<file path="src/rtl/multicycle_control_pkg.sv">
// Shared definitions for the MIPS-subset control path: FSM state encoding,
// primary opcodes and the datapath mux/ALU select encodings.
package multicycle_control_pkg;

    typedef enum logic [3:0] {
        ST_IDLE      = 4'd0,
        ST_FETCH     = 4'd1,
        ST_DECODE    = 4'd2,
        ST_MEM_ADDR  = 4'd3,
        ST_MEM_RD    = 4'd4,
        ST_MEM_WB    = 4'd5,
        ST_MEM_WR    = 4'd6,
        ST_R_EXEC    = 4'd7,
        ST_R_WB      = 4'd8,
        ST_ADDI_EXEC = 4'd9,
        ST_ADDI_WB   = 4'd10,
        ST_BRANCH    = 4'd11,
        ST_JUMP      = 4'd12,
        ST_TRAP      = 4'd13
    } state_t;

    // Primary opcodes (IR[31:26])
    localparam logic [5:0] OP_R_TYPE = 6'b000000;
    localparam logic [5:0] OP_BNE    = 6'b000101;
    localparam logic [5:0] OP_ADDI   = 6'b001000;
    localparam logic [5:0] OP_LW     = 6'b100011;
    localparam logic [5:0] OP_SW     = 6'b101011;
    localparam logic [5:0] OP_J      = 6'b000010;

    // ALU B-operand select
    localparam logic [1:0] SRC_B_REG      = 2'b00;
    localparam logic [1:0] SRC_B_FOUR     = 2'b01;
    localparam logic [1:0] SRC_B_IMM      = 2'b10;
    localparam logic [1:0] SRC_B_IMM_SHL2 = 2'b11;

    // ALU operation class
    localparam logic [1:0] ALU_OP_ADD   = 2'b00;
    localparam logic [1:0] ALU_OP_SUB   = 2'b01;
    localparam logic [1:0] ALU_OP_FUNCT = 2'b10;

    // PC input select
    localparam logic [1:0] PC_SRC_ALU     = 2'b00;
    localparam logic [1:0] PC_SRC_ALU_OUT = 2'b01;
    localparam logic [1:0] PC_SRC_JUMP    = 2'b10;

    // Dispatch from DECODE: unknown opcodes fall into the absorbing trap state
    function automatic state_t decode_dispatch(input logic [5:0] op);
        case (op)
            OP_R_TYPE:    return ST_R_EXEC;
            OP_LW, OP_SW: return ST_MEM_ADDR;
            OP_ADDI:      return ST_ADDI_EXEC;
            OP_BNE:       return ST_BRANCH;
            OP_J:         return ST_JUMP;
            default:      return ST_TRAP;
        endcase
    endfunction

endpackage

</file>
<file path="src/rtl/multicycle_control.sv">
// Multicycle main control FSM: sequences fetch / decode / execute / memory /
// write-back over a shared memory port and ALU. Moore outputs, gated only by
// mem_ready (memory states) and alu_zero (branch).
module multicycle_control
    import multicycle_control_pkg::*;
(
    input  logic       clock,
    input  logic       reset_n,
    input  logic [5:0] op_code,
    input  logic       mem_ready,
    input  logic       alu_zero,
    output logic       pc_write,
    output logic       ior_d,
    output logic       mem_read,
    output logic       mem_write,
    output logic       ir_write,
    output logic       reg_dst,
    output logic       mem_to_reg,
    output logic       reg_write,
    output logic       alu_src_a,
    output logic [1:0] alu_src_b,
    output logic [1:0] alu_op,
    output logic [1:0] pc_source,
    output logic       instr_done,
    output logic       trap
);

    state_t state_reg;
    state_t state_next;

    // State register; reset forces IDLE immediately, which zeroes every output
    always_ff @(posedge clock or negedge reset_n) begin
        if (!reset_n) begin
            state_reg <= ST_IDLE;
        end else begin
            state_reg <= state_next;
        end
    end

    // Next-state logic; memory states hold until mem_ready is sampled high
    always_comb begin
        state_next = state_reg;
        case (state_reg)
            ST_IDLE:      state_next = ST_FETCH;
            ST_FETCH:     state_next = mem_ready ? ST_DECODE : ST_FETCH;
            ST_DECODE:    state_next = decode_dispatch(op_code);
            ST_MEM_ADDR:  state_next = (op_code == OP_LW) ? ST_MEM_RD : ST_MEM_WR;
            ST_MEM_RD:    state_next = mem_ready ? ST_MEM_WB : ST_MEM_RD;
            ST_MEM_WB:    state_next = ST_FETCH;
            ST_MEM_WR:    state_next = mem_ready ? ST_FETCH : ST_MEM_WR;
            ST_R_EXEC:    state_next = ST_R_WB;
            ST_R_WB:      state_next = ST_FETCH;
            ST_ADDI_EXEC: state_next = ST_ADDI_WB;
            ST_ADDI_WB:   state_next = ST_FETCH;
            ST_BRANCH:    state_next = ST_FETCH;
            ST_JUMP:      state_next = ST_FETCH;
            ST_TRAP:      state_next = ST_TRAP;
            default:      state_next = ST_IDLE;
        endcase
    end

    // Output decode; every control not driven in a state stays 0
    always_comb begin
        pc_write   = 1'b0;
        ior_d      = 1'b0;
        mem_read   = 1'b0;
        mem_write  = 1'b0;
        ir_write   = 1'b0;
        reg_dst    = 1'b0;
        mem_to_reg = 1'b0;
        reg_write  = 1'b0;
        alu_src_a  = 1'b0;
        alu_src_b  = SRC_B_REG;
        alu_op     = ALU_OP_ADD;
        pc_source  = PC_SRC_ALU;
        instr_done = 1'b0;
        trap       = 1'b0;
        case (state_reg)
            ST_FETCH: begin
                // PC + 4 computed while the instruction is read
                mem_read  = 1'b1;
                alu_src_b = SRC_B_FOUR;
                ir_write  = mem_ready;
                pc_write  = mem_ready;
            end
            ST_DECODE: begin
                // Speculative branch target into ALUOut
                alu_src_b = SRC_B_IMM_SHL2;
            end
            ST_MEM_ADDR, ST_ADDI_EXEC: begin
                alu_src_a = 1'b1;
                alu_src_b = SRC_B_IMM;
            end
            ST_MEM_RD: begin
                mem_read = 1'b1;
                ior_d    = 1'b1;
            end
            ST_MEM_WB: begin
                reg_write  = 1'b1;
                mem_to_reg = 1'b1;
                instr_done = 1'b1;
            end
            ST_MEM_WR: begin
                mem_write  = 1'b1;
                ior_d      = 1'b1;
                instr_done = mem_ready;
            end
            ST_R_EXEC: begin
                alu_src_a = 1'b1;
                alu_op    = ALU_OP_FUNCT;
            end
            ST_R_WB: begin
                reg_write  = 1'b1;
                reg_dst    = 1'b1;
                instr_done = 1'b1;
            end
            ST_ADDI_WB: begin
                reg_write  = 1'b1;
                instr_done = 1'b1;
            end
            ST_BRANCH: begin
                // bne: take the ALUOut target only when operands differ
                alu_src_a  = 1'b1;
                alu_op     = ALU_OP_SUB;
                pc_source  = PC_SRC_ALU_OUT;
                pc_write   = !alu_zero;
                instr_done = 1'b1;
            end
            ST_JUMP: begin
                pc_write   = 1'b1;
                pc_source  = PC_SRC_JUMP;
                instr_done = 1'b1;
            end
            ST_TRAP: begin
                trap = 1'b1;
            end
            default: begin
            end
        endcase
    end

endmodule

</file>
<file path="config.mk">
export PLATFORM = sky130hd
export DESIGN_NAME = multicycle_control
export DESIGN_NICKNAME = d
export VERILOG_FILES = /design/src/rtl/multicycle_control_pkg.sv /design/src/rtl/multicycle_control.sv
export SDC_FILE = /design/constraint.sdc
export NUM_CORES = 1
export LEC_CHECK = 0
export CAP_MARGIN = 20
export CORE_UTILIZATION = 40
export DETAILED_ROUTE_END_ITERATION = 12
export MAX_ROUTING_LAYER = met4
export PLACE_DENSITY = 0.88
export SYNTH_ARGS = -nofsm -noshare
export SYNTH_HDL_FRONTEND = slang
export SYNTH_SLANG_ARGS = --single-unit
</file>
<file path="constraint.sdc">
create_clock -name clock -period 2.35 [get_ports clock]
set_input_delay 0.3525 -clock clock [delete_from_list [all_inputs] [get_ports clock]]
set_output_delay 0.3525 -clock clock [all_outputs]
set_load 0.03 [all_outputs]
</file>
==> Yosys cells after proc, flatten, opt, wreduce, memory -nomap -nowiden <==
Index checks and enable logic that the tools add are counted.
Widths: inputs -> output; s select.
{ "word_totals": {"reg_bits": 4, "word_cells": 50} }
{ "classes": {"n_eq_ne": 18, "n_mux": 20, "n_reduce_logical": 11} }
{ "ops": {"columns": ["operator", "count"], "rows": [
  ["$pmux 4 s9", 1],
  ["$eq 4x4->1 const B", 6],
  ["$pmux 4 s5", 1],
  ["$eq 4x3->1 const B", 4],
  ["$eq 6x6->1 const B", 2],
  ["$mux 1", 10],
  ["$eq 4x2->1 const B", 2],
  ["$pmux 2 s2", 2],
  ["$reduce_or 2->1", 4],
  ["$eq 6x2->1 const B", 1],
  ["$eq 6x3->1 const B", 1],
  ["$eq 6x4->1 const B", 1],
  ["$logic_not 6->1", 1],
  ["$pmux 2 s3", 1],
  ["$reduce_or 6->1", 1],
  ["$reduce_or 5->1", 1],
  ["$eq 4x1->1 const B", 1],
  ["$logic_not 4->1", 1],
  ["$mux 2", 2],
  ["$reduce_or 4->1", 1],
  ["$mux 3", 1],
  ["$pmux 1 s3", 1],
  ["$reduce_or 3->1", 1],
  ["$pmux 1 s2", 1],
  ["$logic_not 1->1", 1]
]} }

==> Logic depth before layout (Yosys ltp) <==
{ "logic_depth": {"ltp_word": 4, "mapped_depth": 5} }

==> Least setup slack after synthesis <==
OpenSTA, ideal clock, no wires.
{ "synth_path": {"kind": "flip-flop to output port", "start": "register state_reg[3]", "end": "output pc_write", "arrival_ns": 1.863, "required_time_ns": 1.997, "path_slack_ns": 0.135, "path_stages_with_launch": 5, "n_path_buf": 1, "path_cell_list": "dfrtp_1 clkbuf_1 nand2_1 nor3_1 o21bai_1"} }
{ "synth_via": {"elab_chain_len": 2, "word_cells_on_any_way": 4} }
{ "synth_rtl": {"columns": ["element", "line", "source"], "rows": [
  ["start, declared", "multicycle_control.sv:28", "state_t state_reg;"],
  ["start signal, assigned", "multicycle_control.sv:36", "state_reg <= state_next;"],
  ["$eq 4x4->1 or $eq 4x1->1 (tied branches)", "multicycle_control.sv:78", "case (state_reg)"],
  ["$pmux 1 s3 (*)", "multicycle_control.sv:78", null],
  ["end, declared", "multicycle_control.sv:12", "output logic pc_write,"]
]} }
Every way passes the cells marked *; elsewhere a longest branch is shown, timed or not.

==> Final worst setup path <==
{ "layout_path": {"start": "register state_reg[1]", "end": "output alu_src_b[1]"} }
{ "layout_via": {"elab_chain_len": 3, "word_cells_on_any_way": 6} }
{ "layout_rtl": {"columns": ["element", "line", "source"], "rows": [
  ["$eq 4x4->1 or $eq 4x2->1 (tied branches)", "multicycle_control.sv:78", null],
  ["$reduce_or 2->1", null, null],
  ["$pmux 2 s3 (*)", "multicycle_control.sv:78", null],
  ["end, declared", "multicycle_control.sv:21", "output logic [1:0] alu_src_b,"]
]} }
Marked as above.

==> impl_results.md <==
- First-pass GRT wire length: around 2500 um
- Post-route ant nets: 0
- Commonest non-fill, non-tap cells in the layout: clkdlybuf4s50_1, nor2_1, nand2_1
- Core area: 0.001186 mm^2
- Number of global-route vias before repair: about 600
- Multi-input logic area: between 400 and 500 um^2
- Post-CTS Resized: 1
- Crit path max fanout: 14
- Site Rows: 12
- Die H: just under 40 um
- Clock transition at path regs: 40 ps
- Die Wd: 38.89 um
- GRT Resource Usage Total: approximately 25%
- Largest family of logic cells by synthesized area: simple AND/OR/NAND/NOR gates
- Psw: about 0.56 mW
- Ranking of synthesized cells by area: dfrtp_1, nor2_1, nand2_1
- Comb power frac: roughly 75%
- Post-Syn Nets: 85
- Flop pwr share: between 10% and 20%
- Fin crit share: between 90% and 100%
- Mux share of post-synthesis cell area: 1.839%
- EDFF count, synth: 0
- Yosys cell types: just over 40
- Sequential area share after synthesis: 18.39%
- CP Cell Sequence: and2b_1 > nand2_1 > a21oi_1 > clkdlybuf4s50_1
- CTS max path bufs: 2
- Post-Route Skew: ~1.7 ps
- Final WS setup: around 73 ps
- Hold buffer count at CTS: 0
- DRT iter0 DRCs: 5
- Largest net degree at the start of global routing: 15
- Setup crit end kind: output port
- Final instance area: just under 900 um^2
- Clock tree sinks: 4
- Leakage: ~0.37 nW
- Synthesis-stage register bit count: 4
- Initial antenna violation count: 0
- RSZ-0062 raised after global routing: no
- CTS tree: done
- TNS Setup: 0 ps
- Synth-to-Final Area Change: 59.54%
- Diodes inserted: 0
- Max-cap check violation count: 0
- Via density: approximately 5.8
- Num ports: 27
- Port bufs: 26
- Drt drc: 0
- Share of layout cells above drive strength 1: around 13%
- Least-Margin Pin Slew: approximately 440 ps
- Critical path data required time: roughly 2000 ps
- CTS H-Tree Depth: 1
- Clock power share: under 10%
- Hold Vio Cnt, Final: 0
- # setup viols final: 0
- Layout Nets: 115
- Top FF cell, synth: dfrtp_1
- Mapped Area: approximately 540 um^2
- Grt ovf: 0
- Xor-xnor portion of the synthesized cell area: around 3.2%
- Drt pass-1 iters: 3
- Initial core utilization: a little under half
- Avg Cell Area, Syn: 7.257 um^2
- Synth Area in Adders: 0%
- Critical path class: flip-flop to output port
- Global placer's final weighted congestion: between 0.8 and 0.9
- Fin crit period: about 2300 ps
- WL per Instance: around 13 um
- Slew HR: 70.02%
- Placed cell areas: between 800 and 900 um^2
- Register area: 103.9 um^2
- Worst path slowest cell: clkdlybuf4s50_1
- Commonest non-fill, non-tap cell in the layout: clkdlybuf4s50_1
- Pint: between 0.5 and 0.6 mW
- Clk_lat worst skew: 230 ps
- Worst EP arrival: about 1900 ps
- Net Sw Frac: a little over half
- Simple logic cell fraction of the synthesized area: 36.55%
- CP Launch Type: flip-flop
- Hold crit path type: input pin to asynchronous set/reset pin
- Detailed Route WL: between 1500 and 2000 um
- Cells after Synth: 75
- Fillers: around 110
- Post-CTS setup buffers: 0
- Peak VDD IR: 0.0007759 V
- Pre-CTS setup slack: between 150 and 200 ps
- Status: finished, final reports clean
- Vias: between 600 and 700
- Synth Area in Compound Gates: ~34%
- Inserted Clock Buffers: 3
- Warnings from Yosys: 0
- PwrDens: about 1200 mW/mm^2
- DIE AREA: 0.001512 mm^2
- FFs w/ async S/R, synth: 100.0%
- Top cell type by total area after synthesis: dfrtp_1
- CTS root buf: clkbuf_4
- Post-synth top area share: approximately 18%
- Fmax: between 0.4 and 0.5 GHz
- Crit-path max cell delay: 680 ps
- Max FFs per register: 4
- Final slew viol count: 0
- Detail Placement HPWL: 1208 um
-- through the flow --
| step | util (%) | instances | hold slack [ps] | total power [mW] |
|---|---|---|---|---|
| floorplan | - | 75 | 56.91 | 0.6892 |
| global placement | 70.25 | 114 | 561.0 | 0.9770 |
| detailed placement | 70.25 | 114 | 564.6 | 0.9828 |
| CTS | 72.05 | 117 | 315.3 | 1.068 |
| global route | 73.21 | 117 | 319.6 | 1.152 |
| finish | 73.21 | 117 | 315.7 | 1.075 |
-- routing by layer --
layer,global-route usage (%),up-vias,part of all wire [%]
met2,41.67,20,53
met4,6.034,0,0
met1,29.86,321,44
met3,5.202,0,2.8
li1,-,343,-
met5,-,-,0
-- Yosys cell counts, types with 2 or more instances --
cell       number
nor2_1          9
nand2_1         6
dfrtp_1         4
nor3_1          4
a21oi_1         3
buf_2           3
clkbuf_1        3
nand2b_1        3
a21boi_0        2
a2bb2oi_1       2
inv_1           2
nand3_1         2
o21bai_1        2
or2b_1          2
xnor2_1         2
-- cell type report --
| type | instances | share of cell area, % |
|---|---|---|
| inverters | 2 | 0.8646 |
| flip-flops and latches | 4 | 11.96 |
| repair buffers | 31 | 35.01 |
| multi-input cells | 63 | 47.55 |
| clock buffers | 3 | 2.594 |
| well taps | 14 | 2.017 |
-- logic make-up (layout without fill, tap and decap cells) --
group,Yosys count,in the layout
buffers and inverters,8,36
XOR/XNOR,2,2
multiplexers,1,1
AO/OA/AOI/OAI,24,24
AND/OR/NAND/NOR,36,36
flip-flops,4,4
-- worst max-delay path: cells and delay by family (launching register included) --
kind	cells	cell delay (ps)
AOI/OAI and AO/OA	1	170
and+or+nand+nor	2	370
DFF	1	480
buffers and inverters	1	680
-- final timing paths --
| path | end | cells after the start | slack, ps | from |
|---|---|---|---|---|
| max | alu_src_b[1] | 4 | 70 | state_reg[1]$_DFF_PN0_ |
| min | state_reg[2]$_DFF_PN0_ | 1 | 320 | reset_n |
| max reg2reg | state_reg[2]$_DFF_PN0_ | 4 | 660 | state_reg[0]$_DFF_PN0_ |
| min reg2reg | state_reg[0]$_DFF_PN0_ | 1 | 670 | state_reg[2]$_DFF_PN0_ |
| max in group asynchronous | state_reg[0]$_DFF_PN0_ | 1 | 1860 | reset_n |
| min in group clock | state_reg[0]$_DFF_PN0_ | 1 | 670 | state_reg[2]$_DFF_PN0_ |
-- power by group through the flow --
stage               registers (mW)  logic [mW]  clock network, mW
finish                       0.187       0.802             0.0863
global route                 0.200       0.858             0.0944
CTS                          0.178       0.802             0.0879
detailed placement           0.179       0.804                  0
global placement             0.173       0.804                  0
floorplan                    0.118       0.571                  0
Note: power is estimated with default switching activity, not from simulation.
